[src/rtl/fetch_bundle_pkg.sv]
// Shared constants and types for the VLIW fetch stage: opcode/register encodings
// and the per-slot opcode/destination record.
package fetch_bundle_pkg;

  localparam int NUM_SLOTS = 3;
  localparam int LIT_W     = 64;

  localparam logic [3:0] OP_NOP  = 4'h0;
  localparam logic [3:0] OP_LOAD = 4'h1;
  localparam logic [3:0] REG0    = 4'h0;

  typedef struct packed {
    logic [3:0] op;
    logic [3:0] dst;
  } slot_t;

  // Slot number 1..NUM_SLOTS; 0 means "none" / "before the first slot".
  typedef logic [1:0] slot_idx_t;

  localparam slot_t SLOT_NOP = '{op: OP_NOP, dst: REG0};

  // A nop never writes a register, whatever its dest field says.
  function automatic slot_t slot_out(slot_t s);
    slot_t r;
    r.op  = s.op;
    r.dst = (s.op == OP_NOP) ? REG0 : s.dst;
    return r;
  endfunction

endpackage

[src/rtl/fetch_slot_unpack.sv]
// Splits a bundle header word into its three opcode/dest pairs and locates the
// load slots, whose literals follow the header in slot order.
module fetch_slot_unpack
  import fetch_bundle_pkg::*;
(
  input  logic [LIT_W-1:0]           hdr,
  input  slot_idx_t                  after_slot,
  output slot_t     [NUM_SLOTS-1:0]  slots,
  output logic      [NUM_SLOTS-1:0]  load_mask,
  output logic      [1:0]            load_cnt,
  output slot_idx_t                  next_slot
);

  logic unused_hdr;
  assign unused_hdr = ^hdr[LIT_W-1:24];

  for (genvar i = 0; i < NUM_SLOTS; i++) begin : g_slot
    assign slots[i]     = slot_t'(hdr[23-8*i -: 8]);
    assign load_mask[i] = (hdr[23-8*i -: 4] == OP_LOAD);
  end

  always_comb begin
    load_cnt  = '0;
    next_slot = '0;
    for (int i = 0; i < NUM_SLOTS; i++)
      load_cnt = load_cnt + 2'(load_mask[i]);
    // walk downwards so the lowest qualifying slot wins
    for (int i = NUM_SLOTS - 1; i >= 0; i--)
      if (load_mask[i] && ((i + 1) > int'(after_slot)))
        next_slot = slot_idx_t'(i + 1);
  end

endmodule

[src/rtl/fetch_bundle.sv]
// VLIW fetch stage: walks header + literal words over a req/ack memory port and
// presents one complete bundle per issue cycle to decode, nops otherwise.
module fetch_bundle
  import fetch_bundle_pkg::*;
#(
  parameter int              PC_W     = 16,
  parameter logic [PC_W-1:0] RESET_PC = '0
) (
  input  logic              clock,
  input  logic              reset,
  input  logic              flush,
  input  logic [PC_W-1:0]   redirect_pc,
  output logic              imem_req,
  output logic [PC_W-1:0]   imem_addr,
  input  logic              imem_ack,
  input  logic [LIT_W-1:0]  imem_rdata,
  output logic [3:0]        f2dr_instpipe1,
  output logic [3:0]        f2dr_instpipe2,
  output logic [3:0]        f2dr_instpipe3,
  output logic [3:0]        f2d_destpipe1,
  output logic [3:0]        f2d_destpipe2,
  output logic [3:0]        f2d_destpipe3,
  output logic [191:0]      f2d_data,
  output logic [PC_W-1:0]   fetch_pc
);

  localparam logic [1:0] S_IDLE  = 2'd0;
  localparam logic [1:0] S_HDR   = 2'd1;
  localparam logic [1:0] S_LIT   = 2'd2;
  localparam logic [1:0] S_DRAIN = 2'd3;

  logic [1:0]                         state;
  logic [PC_W-1:0]                    pc, redir, drain_addr;
  logic [1:0]                         k;
  slot_idx_t                          cur_slot;
  logic [LIT_W-1:0]                   hdr_q;
  logic [NUM_SLOTS-1:0][LIT_W-1:0]    lit_q;

  slot_t [NUM_SLOTS-1:0]              out_slot, nxt_slot;
  logic  [NUM_SLOTS-1:0][LIT_W-1:0]   out_data, nxt_data;
  logic                               issue;

  slot_t [NUM_SLOTS-1:0]              rd_slots, q_slots;
  logic  [NUM_SLOTS-1:0]              rd_mask, q_mask;
  logic  [1:0]                        rd_cnt, q_cnt;
  slot_idx_t                          rd_next, q_next;

  // rd decodes the header arriving now; q decodes the captured one during literals
  fetch_slot_unpack u_unpack_rd (
    .hdr(imem_rdata), .after_slot(slot_idx_t'(0)),
    .slots(rd_slots), .load_mask(rd_mask), .load_cnt(rd_cnt), .next_slot(rd_next)
  );

  fetch_slot_unpack u_unpack_q (
    .hdr(hdr_q), .after_slot(cur_slot),
    .slots(q_slots), .load_mask(q_mask), .load_cnt(q_cnt), .next_slot(q_next)
  );

  logic unused_rd_mask;
  assign unused_rd_mask = ^rd_mask;

  logic hdr_ack, lit_ack, last_lit;
  assign hdr_ack  = (state == S_HDR) && imem_ack;
  assign lit_ack  = (state == S_LIT) && imem_ack;
  assign last_lit = lit_ack && ((k + 2'd1) == q_cnt);

  assign imem_req = (state != S_IDLE);

  always_comb begin
    case (state)
      S_LIT:   imem_addr = pc + PC_W'(1) + PC_W'(k);
      S_DRAIN: imem_addr = drain_addr;
      default: imem_addr = pc;
    endcase
  end

  always_comb begin
    issue = 1'b0;
    for (int i = 0; i < NUM_SLOTS; i++) begin
      nxt_slot[i] = SLOT_NOP;
      nxt_data[i] = '0;
    end
    if (hdr_ack && (rd_cnt == 2'd0)) begin
      issue = 1'b1;
      for (int i = 0; i < NUM_SLOTS; i++)
        nxt_slot[i] = slot_out(rd_slots[i]);
    end else if (last_lit) begin
      issue = 1'b1;
      // the final literal is still on the bus; earlier ones sit in lit_q
      for (int i = 0; i < NUM_SLOTS; i++) begin
        nxt_slot[i] = slot_out(q_slots[i]);
        if (q_mask[i])
          nxt_data[i] = (slot_idx_t'(i + 1) == cur_slot) ? imem_rdata : lit_q[i];
      end
    end
  end

  always_ff @(posedge clock or negedge reset) begin
    if (!reset) begin
      state      <= S_IDLE;
      pc         <= RESET_PC;
      redir      <= '0;
      drain_addr <= '0;
      k          <= '0;
      cur_slot   <= '0;
      hdr_q      <= '0;
      lit_q      <= '0;
    end else if (flush) begin
      k        <= '0;
      cur_slot <= '0;
      lit_q    <= '0;
      redir    <= redirect_pc;
      if (imem_req && !imem_ack) begin
        // the outstanding request must still complete; keep presenting its address
        state      <= S_DRAIN;
        drain_addr <= imem_addr;
      end else begin
        state <= S_HDR;
        pc    <= redirect_pc;
      end
    end else begin
      case (state)
        S_IDLE: state <= S_HDR;
        S_HDR: begin
          if (imem_ack) begin
            if (rd_cnt == 2'd0) begin
              pc <= pc + PC_W'(1);
            end else begin
              hdr_q    <= imem_rdata;
              k        <= '0;
              cur_slot <= rd_next;
              state    <= S_LIT;
            end
          end
        end
        S_LIT: begin
          if (imem_ack) begin
            lit_q[cur_slot - 2'd1] <= imem_rdata;
            if (last_lit) begin
              pc       <= pc + PC_W'(1) + PC_W'(q_cnt);
              k        <= '0;
              cur_slot <= '0;
              state    <= S_HDR;
            end else begin
              k        <= k + 2'd1;
              cur_slot <= q_next;
            end
          end
        end
        S_DRAIN: begin
          if (imem_ack) begin
            pc    <= redir;
            state <= S_HDR;
          end
        end
        default: state <= S_IDLE;
      endcase
    end
  end

  // A bundle is visible for exactly the cycle after its final ack.
  always_ff @(posedge clock or negedge reset) begin
    if (!reset) begin
      for (int i = 0; i < NUM_SLOTS; i++) begin
        out_slot[i] <= SLOT_NOP;
        out_data[i] <= '0;
      end
      fetch_pc <= RESET_PC;
    end else begin
      for (int i = 0; i < NUM_SLOTS; i++) begin
        out_slot[i] <= flush ? SLOT_NOP : nxt_slot[i];
        out_data[i] <= flush ? '0 : nxt_data[i];
      end
      if (issue && !flush)
        fetch_pc <= pc;
    end
  end

  assign f2dr_instpipe1 = out_slot[0].op;
  assign f2dr_instpipe2 = out_slot[1].op;
  assign f2dr_instpipe3 = out_slot[2].op;
  assign f2d_destpipe1  = out_slot[0].dst;
  assign f2d_destpipe2  = out_slot[1].dst;
  assign f2d_destpipe3  = out_slot[2].dst;
  assign f2d_data       = {out_data[0], out_data[1], out_data[2]};

endmodule

[config.mk]
export PLATFORM = sky130hd
export DESIGN_NAME = fetch_bundle
export DESIGN_NICKNAME = d
export VERILOG_FILES = /design/src/rtl/fetch_bundle_pkg.sv /design/src/rtl/fetch_slot_unpack.sv /design/src/rtl/fetch_bundle.sv
export SDC_FILE = /design/constraint.sdc
export NUM_CORES = 1
export LEC_CHECK = 0
export BUFFER_PORTS_ARGS = -buffer_cell sky130_fd_sc_hd__clkbuf_2
export CAP_MARGIN = 20
export CORE_UTILIZATION = 52
export DETAILED_ROUTE_END_ITERATION = 6
export PLACE_DENSITY = 0.86
export SLEW_MARGIN = 20
export SYNTH_ARGS = -nofsm -noshare
export SYNTH_HDL_FRONTEND = slang
export SYNTH_HIERARCHICAL = 1
export SYNTH_SLANG_ARGS = --single-unit
[constraint.sdc]
create_clock -name clock -period 3.1 [get_ports clock]
set_clock_uncertainty 0.1 [all_clocks]
set_input_delay 0.155 -clock clock [delete_from_list [all_inputs] [get_ports clock]]
set_output_delay 0.155 -clock clock [all_outputs]
set_load 0.03 [all_outputs]
==> flow_summary.html, run 1 <==
<table>
<tr><th>Metric</th><th>Value</th></tr>
<tr><th colspan="2">Routing</th></tr>
<tr><td>Per-cell routed wire length</td><td>23.8 um</td></tr>
<tr><td>Count of antenna-violating nets left after detailed routing</td><td>0</td></tr>
<tr><td>Total length of routed wires</td><td>77700 um</td></tr>
<tr><td>Detailed router's first-iteration violation count</td><td>2630</td></tr>
<tr><td>DR vias/cell</td><td>6.21</td></tr>
<tr><td>Number of optimization iterations in the first detailed-route pass</td><td>7</td></tr>
<tr><td>Remaining DRCs</td><td>10</td></tr>
<tr><td>Via count of the routed design</td><td>20.3k</td></tr>
<tr><th colspan="2">Clock tree</th></tr>
<tr><td>Cts bufs inserted</td><td>51</td></tr>
<tr><td>H-tree depth reported by CTS</td><td>2</td></tr>
<tr><td>Buffer levels on the longest clock path</td><td>3</td></tr>
<tr><td>Number of clock sinks</td><td>roughly 500</td></tr>
<tr><td>CTS Root Cell</td><td>sky130_fd_sc_hd__clkbuf_16</td></tr>
<tr><td>CTS clk-pin slew, worst paths</td><td>0.06 ns</td></tr>
<tr><td>Clk_lat worst skew</td><td>slightly above 0.6 ns</td></tr>
<tr><td>Clock tree from TritonCTS</td><td>built</td></tr>
<tr><th colspan="2">Final layout</th></tr>
<tr><td>Count of fill cells added during filler insertion</td><td>2869</td></tr>
<tr><td>Multi-input logic area</td><td>slightly above 9000 sq um</td></tr>
<tr><td>End-of-flow core utilization</td><td>0.685</td></tr>
<tr><td>Finished layout cell area</td><td>~28000 sq um</td></tr>
<tr><td>Sequential cell area</td><td>between 10000 and 15000 sq um</td></tr>
<tr><td>Ratio of cells with drive above 1 in the final layout</td><td>0.293</td></tr>
<tr><td>Non-Filler Instances</td><td>3261</td></tr>
<tr><td>Layout Nets</td><td>2782</td></tr>
<tr><td>Area growth from synthesis to final layout</td><td>28.7%</td></tr>
<tr><th colspan="2">Placed design</th></tr>
<tr><td>HPWL after DPL</td><td>45000 um</td></tr>
<tr><td>Final estimated routing congestion in global placement</td><td>0.961</td></tr>
<tr><td>Placed cell area</td><td>24500 sq um</td></tr>
<tr><td>Worst-case setup slack after placement</td><td>-0.0859 ns</td></tr>
<tr><td>Number of input and output port buffers inserted</td><td>332</td></tr>
<tr><td>Placed cell count</td><td>3040</td></tr>
<tr><th colspan="2">Global routing</th></tr>
<tr><td>Number of antenna violations at the first check in global routing</td><td>1</td></tr>
<tr><td>Total grt overflow</td><td>0</td></tr>
<tr><td>GR met1 Demand/Resource</td><td>0.447</td></tr>
<tr><td>Global routing met3 resource utilization</td><td>0.0829</td></tr>
<tr><td>Via count of the first global-routing pass</td><td>20.0k</td></tr>
<tr><td>Fraction of met2 tracks used by global routing</td><td>0.534</td></tr>
<tr><td>Gr usage total</td><td>0.342</td></tr>
<tr><td>Maximum number of pins on one net before global-route repair</td><td>130</td></tr>
<tr><td>First-pass GRT wire length</td><td>between 100000 and 150000 um</td></tr>
<tr><td>Routing layer with the top usage in global route</td><td>met2</td></tr>
<tr><th colspan="2">STA</th></tr>
<tr><td>Achievable frequency</td><td>just over 0.3 GHz</td></tr>
<tr><td>Setup repair after global routing missed its margin</td><td>true</td></tr>
<tr><td>Final setup violation count</td><td>12</td></tr>
<tr><td>Transition time at the pin with the least slew margin</td><td>about 1.1 ns</td></tr>
<tr><td>Sum of negative setup slack</td><td>-1.35 ns</td></tr>
<tr><td>Smallest hold slack</td><td>-0.000214 ns</td></tr>
<tr><td>Hold violation total from the final report</td><td>1</td></tr>
<tr><td>Worst max-slew margin expressed relative to the limit</td><td>0.291</td></tr>
<tr><td>Minimum clock period</td><td>3.31 ns</td></tr>
<tr><td>Final Cycle Share</td><td>1.07</td></tr>
<tr><td>Post-route worst setup slack</td><td>-0.212 ns</td></tr>
<tr><td>Max-slew violation count</td><td>0</td></tr>
<tr><th colspan="2">Worst setup path</th></tr>
<tr><td>Origin of the critical flop-to-flop path</td><td>hdr_q[6]$_DFFE_PN0P_</td></tr>
<tr><td>Cells on worst reg2reg path</td><td>11</td></tr>
<tr><td>Reg2Reg Setup Slack</td><td>0 ns</td></tr>
<tr><td>Data required time at the worst endpoint</td><td>roughly 2.8 ns</td></tr>
<tr><td>Sort of element at the start of the critical path</td><td>register</td></tr>
<tr><td>Cell type of the slowest stage on the worst timing path</td><td>sky130_fd_sc_hd__dfrtp_1</td></tr>
<tr><td>Peak per-stage delay on the critical path</td><td>0.42 ns</td></tr>
<tr><td>Type of the worst setup path</td><td>register to output pin</td></tr>
<tr><td>Type of destination of the critical path</td><td>output pin</td></tr>
<tr><td>Terminus of the critical flop-to-flop path</td><td>pc[15]$_DFFE_PN0P_</td></tr>
<tr><td>CP arrival</td><td>3.06 ns</td></tr>
<tr><td>Cell Chain, Critical Path</td><td>ha_4, buf_6, a21bo_4, buf_6, nor4_4, nor3_4, nor3_4, nand3_2, mux2i_1, a211o_1, buf_8</td></tr>
<tr><td>Crit Path Max Fanout</td><td>5</td></tr>
<tr><th colspan="2">Floorplanning</th></tr>
<tr><td>Floorplan row count</td><td>74</td></tr>
<tr><td>Area of the core</td><td>41300 sq um</td></tr>
<tr><td>Floorplan die width</td><td>approximately 210 um</td></tr>
<tr><td>Starting Density</td><td>0.532</td></tr>
<tr><td>Io pins</td><td>333</td></tr>
<tr><td>Die Outline Area</td><td>around 43000 sq um</td></tr>
<tr><td>DIE HEIGHT</td><td>208 um</td></tr>
<tr><th colspan="2">Pwr</th></tr>
<tr><td>Sequential fraction of design power</td><td>0.433</td></tr>
<tr><td>Max VDD drop</td><td>568 uV</td></tr>
<tr><td>Comb power frac</td><td>0.192</td></tr>
<tr><td>Internal cell power</td><td>11.8 mW</td></tr>
<tr><td>Clock network fraction of total power</td><td>0.375</td></tr>
<tr><td>Post-layout power</td><td>16.6 mW</td></tr>
<tr><td>Leakage power</td><td>12.7 nW</td></tr>
<tr><td>Pwr Density</td><td>approximately 590 nW/um^2</td></tr>
<tr><td>Switching portion of total power</td><td>0.293</td></tr>
<tr><td>Net switching power of the design</td><td>4.88 mW</td></tr>
<tr><th colspan="2">Logic synthesis</th></tr>
<tr><td>Synth Area per Inst</td><td>9.75 sq um</td></tr>
<tr><td>Cell count after synthesis</td><td>2254</td></tr>
<tr><td>Yosys warns</td><td>6</td></tr>
<tr><td>Cell area after synthesis</td><td>22000 sq um</td></tr>
<tr><th colspan="2">Worst hold path</th></tr>
<tr><td>Class of the tightest hold or removal check</td><td>input pin to async pin</td></tr>
<tr><th colspan="2">Flow run</th></tr>
<tr><td>Total of max-cap violations</td><td>0</td></tr>
<tr><th colspan="2">Outcome</th></tr>
<tr><td>Violations in the final reports</td><td>design-rule violations, negative hold slack, negative setup slack</td></tr>
<tr><td>Status</td><td>finished with violations</td></tr>
</table>
## worst max-delay path by stage
stage                                     from                       to  slack (ns)  cells after the start
final                        pc[0]$_DFFE_PN0P_            imem_addr[14]       -0.21                     11
after global routing         pc[7]$_DFFE_PN0P_            imem_addr[14]       -0.31                      8
after CTS                    pc[1]$_DFFE_PN0P_            imem_addr[10]       -0.26                     11
after detailed placement  hdr_q[5]$_DFFE_PN0P_       pc[15]$_DFFE_PN0P_       -0.09                     10
after global placement    hdr_q[5]$_DFFE_PN0P_       pc[15]$_DFFE_PN0P_       -0.01                     10
after floorplan           hdr_q[5]$_DFFE_PN0P_  f2d_data[100]$_DFF_PN0_       0.008                     12
## worst max-delay path, delay by kind of cell, from the launching register on
| kind | cells | cell delay [ns] |
|---|---|---|
| AND/OR/NAND/NOR | 4 | 0.78 |
| adder cells (fa/ha/maj) | 1 | 0.20 |
| AO/OA/AOI/OAI | 2 | 0.52 |
| multiplexers | 1 | 0.13 |
| buffers and inverters | 3 | 0.40 |
| flip-flops | 1 | 0.42 |
## repair_timing
action	CTS	global route
setup endpoints to repair	26	211
endpoints found under the hold margin	695	0
gates cloned	0	9
gates resized for setup	54	146
pin swaps	19	41
hold buffers	83	0
setup buffers	18	18
## layout by cell type, fill, tap and decap left out, drive strengths merged, types with 8 or more instances in the layout
| cell type | n |
|---|---|
| nand2b | 11 |
| a22o | 103 |
| nand3 | 42 |
| o21ai | 50 |
| a21oi | 330 |
| and3 | 10 |
| o221ai | 9 |
| a31oi | 10 |
| mux2 | 50 |
| nor4 | 17 |
| clkinv | 12 |
| nand2 | 654 |
| mux2i | 8 |
| xor2 | 11 |
| nor2 | 57 |
| dfrtp | 502 |
| nor3 | 14 |
| a22oi | 21 |
| xnor2 | 17 |
| inv | 26 |
| buf | 182 |
| dlygate4sd3 | 83 |
| clkbuf | 396 |
## state kept, by name, indices dropped and copies added (netlist names)
signal	count
f2d_destpipe2	4
redir	16
cur_slot	2
f2d_data	192
k	2
fetch_pc	16
f2dr_instpipe1	4
state	2
lit_q	192
f2d_destpipe1	4
drain_addr	16
pc	16
hdr_q	24
f2dr_instpipe2	4
f2dr_instpipe3	4
f2d_destpipe3	4
## power groups by stage
| stage | Sequential [mW] | Combinational [mW] | Clock (mW) |
|---|---|---|---|
| floorplan | 7.37 | 1.57 | 0 |
| finish | 7.20 | 3.20 | 6.24 |
| CTS | 7.18 | 2.89 | 6.25 |
| detailed placement | 7.29 | 2.60 | 0 |
| global route | 7.23 | 3.39 | 6.55 |
| global placement | 7.27 | 2.55 | 0 |
## cell type report
cell class              instances  area share
inverters                      25     0.00340
clock inverters                18     0.00694
clock buffers                  74      0.0524
multi-input cells            1522       0.321
repair buffers                587       0.149
flip-flops and latches        502       0.444
well taps                     532      0.0235
diodes                          1   0.0000884
## metal layers
metal	vias to the layer above	wire, um
li1	8514	-
met1	9968	28500
met2	1456	36100
met3	329	8870
met4	0	4190
met5	-	0
(Power assumes the default switching activity.)
==> run 2, diff against run 1 <==
--- a/config.mk
+++ b/config.mk
@@ -7,7 +7,10 @@
 export LEC_CHECK = 0
 export BUFFER_PORTS_ARGS = -buffer_cell sky130_fd_sc_hd__clkbuf_2
 export CAP_MARGIN = 20
-export CORE_UTILIZATION = 52
+export CELL_PAD_IN_SITES_DETAIL_PLACEMENT = 1
+export CELL_PAD_IN_SITES_GLOBAL_PLACEMENT = 2
+export CORE_MARGIN = 2
+export CORE_UTILIZATION = 33
 export DETAILED_ROUTE_END_ITERATION = 6
 export PLACE_DENSITY = 0.86
 export SLEW_MARGIN = 20
==> flow_summary.html, run 2 (synthesis results as in run 1) <==
<table>
<tr><th>Metric</th><th>Value</th></tr>
<tr><th colspan="2">Flow run</th></tr>
<tr><td>Total of max-cap violations</td><td>0</td></tr>
<tr><th colspan="2">Global routing</th></tr>
<tr><td>Total grt overflow</td><td>0</td></tr>
<tr><td>First-pass GRT wire length</td><td>139000 um</td></tr>
<tr><td>Gr usage total</td><td>0.269</td></tr>
<tr><td>Number of antenna violations at the first check in global routing</td><td>2</td></tr>
<tr><td>Via count of the first global-routing pass</td><td>22.0k</td></tr>
<tr><td>Maximum number of pins on one net before global-route repair</td><td>89</td></tr>
<tr><th colspan="2">STA</th></tr>
<tr><td>Transition time at the pin with the least slew margin</td><td>1.03 ns</td></tr>
<tr><td>Minimum clock period</td><td>3.40 ns</td></tr>
<tr><td>Final Cycle Share</td><td>1.10</td></tr>
<tr><td>Sum of negative setup slack</td><td>-17.40 ns</td></tr>
<tr><td>Achievable frequency</td><td>~0.3 GHz</td></tr>
<tr><td>Setup repair after global routing missed its margin</td><td>true</td></tr>
<tr><td>Final setup violation count</td><td>210</td></tr>
<tr><td>Smallest hold slack</td><td>roughly 0.047 ns</td></tr>
<tr><td>Post-route worst setup slack</td><td>-0.297 ns</td></tr>
<tr><td>Worst max-slew margin expressed relative to the limit</td><td>0.313</td></tr>
<tr><td>Hold violation total from the final report</td><td>0</td></tr>
<tr><td>Max-slew violation count</td><td>0</td></tr>
<tr><th colspan="2">Routing</th></tr>
<tr><td>Per-cell routed wire length</td><td>25.4 um</td></tr>
<tr><td>Detailed router's first-iteration violation count</td><td>1388</td></tr>
<tr><td>Remaining DRCs</td><td>0</td></tr>
<tr><td>Number of optimization iterations in the first detailed-route pass</td><td>5</td></tr>
<tr><td>Total length of routed wires</td><td>94300 um</td></tr>
<tr><td>Count of antenna-violating nets left after detailed routing</td><td>0</td></tr>
<tr><td>Via count of the routed design</td><td>20.3k</td></tr>
<tr><td>DR vias/cell</td><td>roughly 5.5</td></tr>
<tr><th colspan="2">Floorplanning</th></tr>
<tr><td>Starting Density</td><td>0.334</td></tr>
<tr><td>Area of the core</td><td>65900 sq um</td></tr>
<tr><td>Io pins</td><td>333</td></tr>
<tr><td>Floorplan die width</td><td>262 um</td></tr>
<tr><td>Floorplan row count</td><td>94</td></tr>
<tr><td>DIE HEIGHT</td><td>between 200 and 300 um</td></tr>
<tr><td>Die Outline Area</td><td>around 70000 sq um</td></tr>
<tr><th colspan="2">Final layout</th></tr>
<tr><td>Leading cell types in the layout, fill and taps excluded</td><td>sky130_fd_sc_hd__nand2_1 (642), sky130_fd_sc_hd__dfrtp_1 (493), sky130_fd_sc_hd__clkbuf_2 (316), sky130_fd_sc_hd__buf_4 (172), sky130_fd_sc_hd__a21oi_2 (147)</td></tr>
<tr><td>Sequential cell area</td><td>12600 sq um</td></tr>
<tr><td>Commonest non-fill, non-tap cell in the layout</td><td>sky130_fd_sc_hd__nand2_1</td></tr>
<tr><td>Count of fill cells added during filler insertion</td><td>7099</td></tr>
<tr><td>Multi-input logic area</td><td>10500 sq um</td></tr>
<tr><td>Area growth from synthesis to final layout</td><td>44.7%</td></tr>
<tr><td>Layout Nets</td><td>2897</td></tr>
<tr><td>Ratio of cells with drive above 1 in the final layout</td><td>0.396</td></tr>
<tr><th colspan="2">Pwr</th></tr>
<tr><td>Leakage power</td><td>13.7 nW</td></tr>
<tr><td>Max VDD drop</td><td>roughly 380 uV</td></tr>
<tr><td>Pwr Density</td><td>559 nW/um^2</td></tr>
<tr><td>Post-layout power</td><td>approximately 18 mW</td></tr>
<tr><th colspan="2">Clock tree</th></tr>
<tr><td>H-tree depth reported by CTS</td><td>2</td></tr>
<tr><td>CTS clk-pin slew, worst paths</td><td>0.06 ns</td></tr>
<tr><td>Buffer levels on the longest clock path</td><td>3</td></tr>
<tr><td>Clk_lat worst skew</td><td>0.63 ns</td></tr>
<tr><td>CTS Root Cell</td><td>sky130_fd_sc_hd__clkbuf_16</td></tr>
<tr><td>Cts bufs inserted</td><td>55</td></tr>
<tr><td>Number of clock sinks</td><td>502</td></tr>
<tr><td>Clock tree from TritonCTS</td><td>built</td></tr>
<tr><th colspan="2">Placed design</th></tr>
<tr><td>Number of input and output port buffers inserted</td><td>332</td></tr>
<tr><td>Final estimated routing congestion in global placement</td><td>0.879</td></tr>
<tr><td>HPWL after DPL</td><td>56300 um</td></tr>
<tr><th colspan="2">Worst setup path</th></tr>
<tr><td>Data required time at the worst endpoint</td><td>2.84 ns</td></tr>
<tr><td>Crit Path Max Fanout</td><td>8</td></tr>
<tr><td>Type of destination of the critical path</td><td>output pin</td></tr>
<tr><td>Type of the worst setup path</td><td>register to output pin</td></tr>
<tr><td>Sort of element at the start of the critical path</td><td>register</td></tr>
<tr><td>CP arrival</td><td>between 3 and 4 ns</td></tr>
<tr><th colspan="2">Outcome</th></tr>
<tr><td>Violations in the final reports</td><td>negative setup slack</td></tr>
<tr><td>Status</td><td>finished with violations</td></tr>
<tr><th colspan="2">Worst hold path</th></tr>
<tr><td>Class of the tightest hold or removal check</td><td>input pin to async pin</td></tr>
</table>
[run 2: changes by cell type in the layout (fill, tap and decap cells not counted), sizes merged]
cell | previous run | this run
buf | 182 | 284
clkbuf | 396 | 393
nand2 | 654 | 656
bufinv | 3 | 4
clkinvlp | 2 | 3
clkinv | 12 | 16
dlygate4sd3 | 83 | 93
[run 2: final cells by class]
class,count,area share
tap,864,0.0340
sequential,502,0.395
clock inverter,24,0.00853
timing repair buffer,696,0.180
inverter,25,0.00311
multi-input combinational,1524,0.331
clock buffer,74,0.0483
antenna,1,0.0000787
[run 2: timing repair]
item | CTS | global route
cloned | 23 | 1
pin swaps | 51 | 90
endpoints found under the hold margin | 663 | 0
setup endpoints to repair | 229 | 262
resized for setup | 352 | 253
hold buffers | 93 | 0
setup buffers | 65 | 41
[run 2: critical path, cell delays in order, from the launching register on]
cell and delay, ns:
sky130_fd_sc_hd__dfrtp_2 0.45, sky130_fd_sc_hd__buf_6 0.17, sky130_fd_sc_hd__buf_4 0.15, sky130_fd_sc_hd__a21oi_4 0.16, sky130_fd_sc_hd__buf_6 0.12, sky130_fd_sc_hd__o311a_4 0.17, sky130_fd_sc_hd__nor3_4 0.05, sky130_fd_sc_hd__buf_6 0.13
sky130_fd_sc_hd__nor3_4 0.27, sky130_fd_sc_hd__buf_6 0.16, sky130_fd_sc_hd__nand2_4 0.06, sky130_fd_sc_hd__xor2_2 0.17, sky130_fd_sc_hd__o221ai_2 0.24, sky130_fd_sc_hd__clkbuf_8 0.21
[run 2: stage by stage]
stage / instances / cell area (sq um) / util / worst slack (ns)
finish: 3710 / 31800 / 0.483 / -0.297
global route: 3709 / 31800 / 0.483 / -0.375
CTS: 3682 / 30600 / 0.464 / -0.272
detailed placement: 3407 / 25300 / 0.384 / -0.269
global placement: 3407 / 25300 / 0.384 / -0.207
floorplan: 2260 / 22000 / - / 0.00785
[run 2: final timing paths]
check / end / cells past startpoint / from / slack [ns]
worst max register to register: f2d_data[115]$_DFF_PN0_ / 13 / hdr_q[5]$_DFFE_PN0P_ / -0.14
min in group clock: redir[13]$_DFFE_PN0P_ / 3 / redirect_pc[13] / 0.26
max in group asynchronous: f2d_destpipe3[0]$_DFF_PN0_ / 3 / reset / 1.92
worst max-delay path: imem_addr[12] / 13 / pc[0]$_DFFE_PN0P_ / -0.30
worst min register to register: drain_addr[1]$_DFFE_PN0P_ / 2 / drain_addr[1]$_DFFE_PN0P_ / 0.39
worst min-delay path: fetch_pc[6]$_DFFE_PN0P_ / 2 / reset / 0.05
[run 2: power by group]
group          internal (mW)  total, mW  leakage, nW  switching [mW]
clock network           3.82       6.69        0.889            2.88
logic                   1.66       3.91         6.00            2.25
registers               6.90       7.19         6.82           0.292
total                   12.4       17.8         13.7            5.43
[run 2: routing by layer]
| layer | vias to the layer above | GRT usage | routed length (um) |
|---|---|---|---|
| met2 | 684 | 0.450 | 46800 |
| met3 | 198 | 0.0394 | 4610 |
| met5 | - | 0 | 11 |
| li1 | 8735 | - | - |
| met1 | 10700 | 0.348 | 39300 |
| met4 | 2 | 0.114 | 3640 |
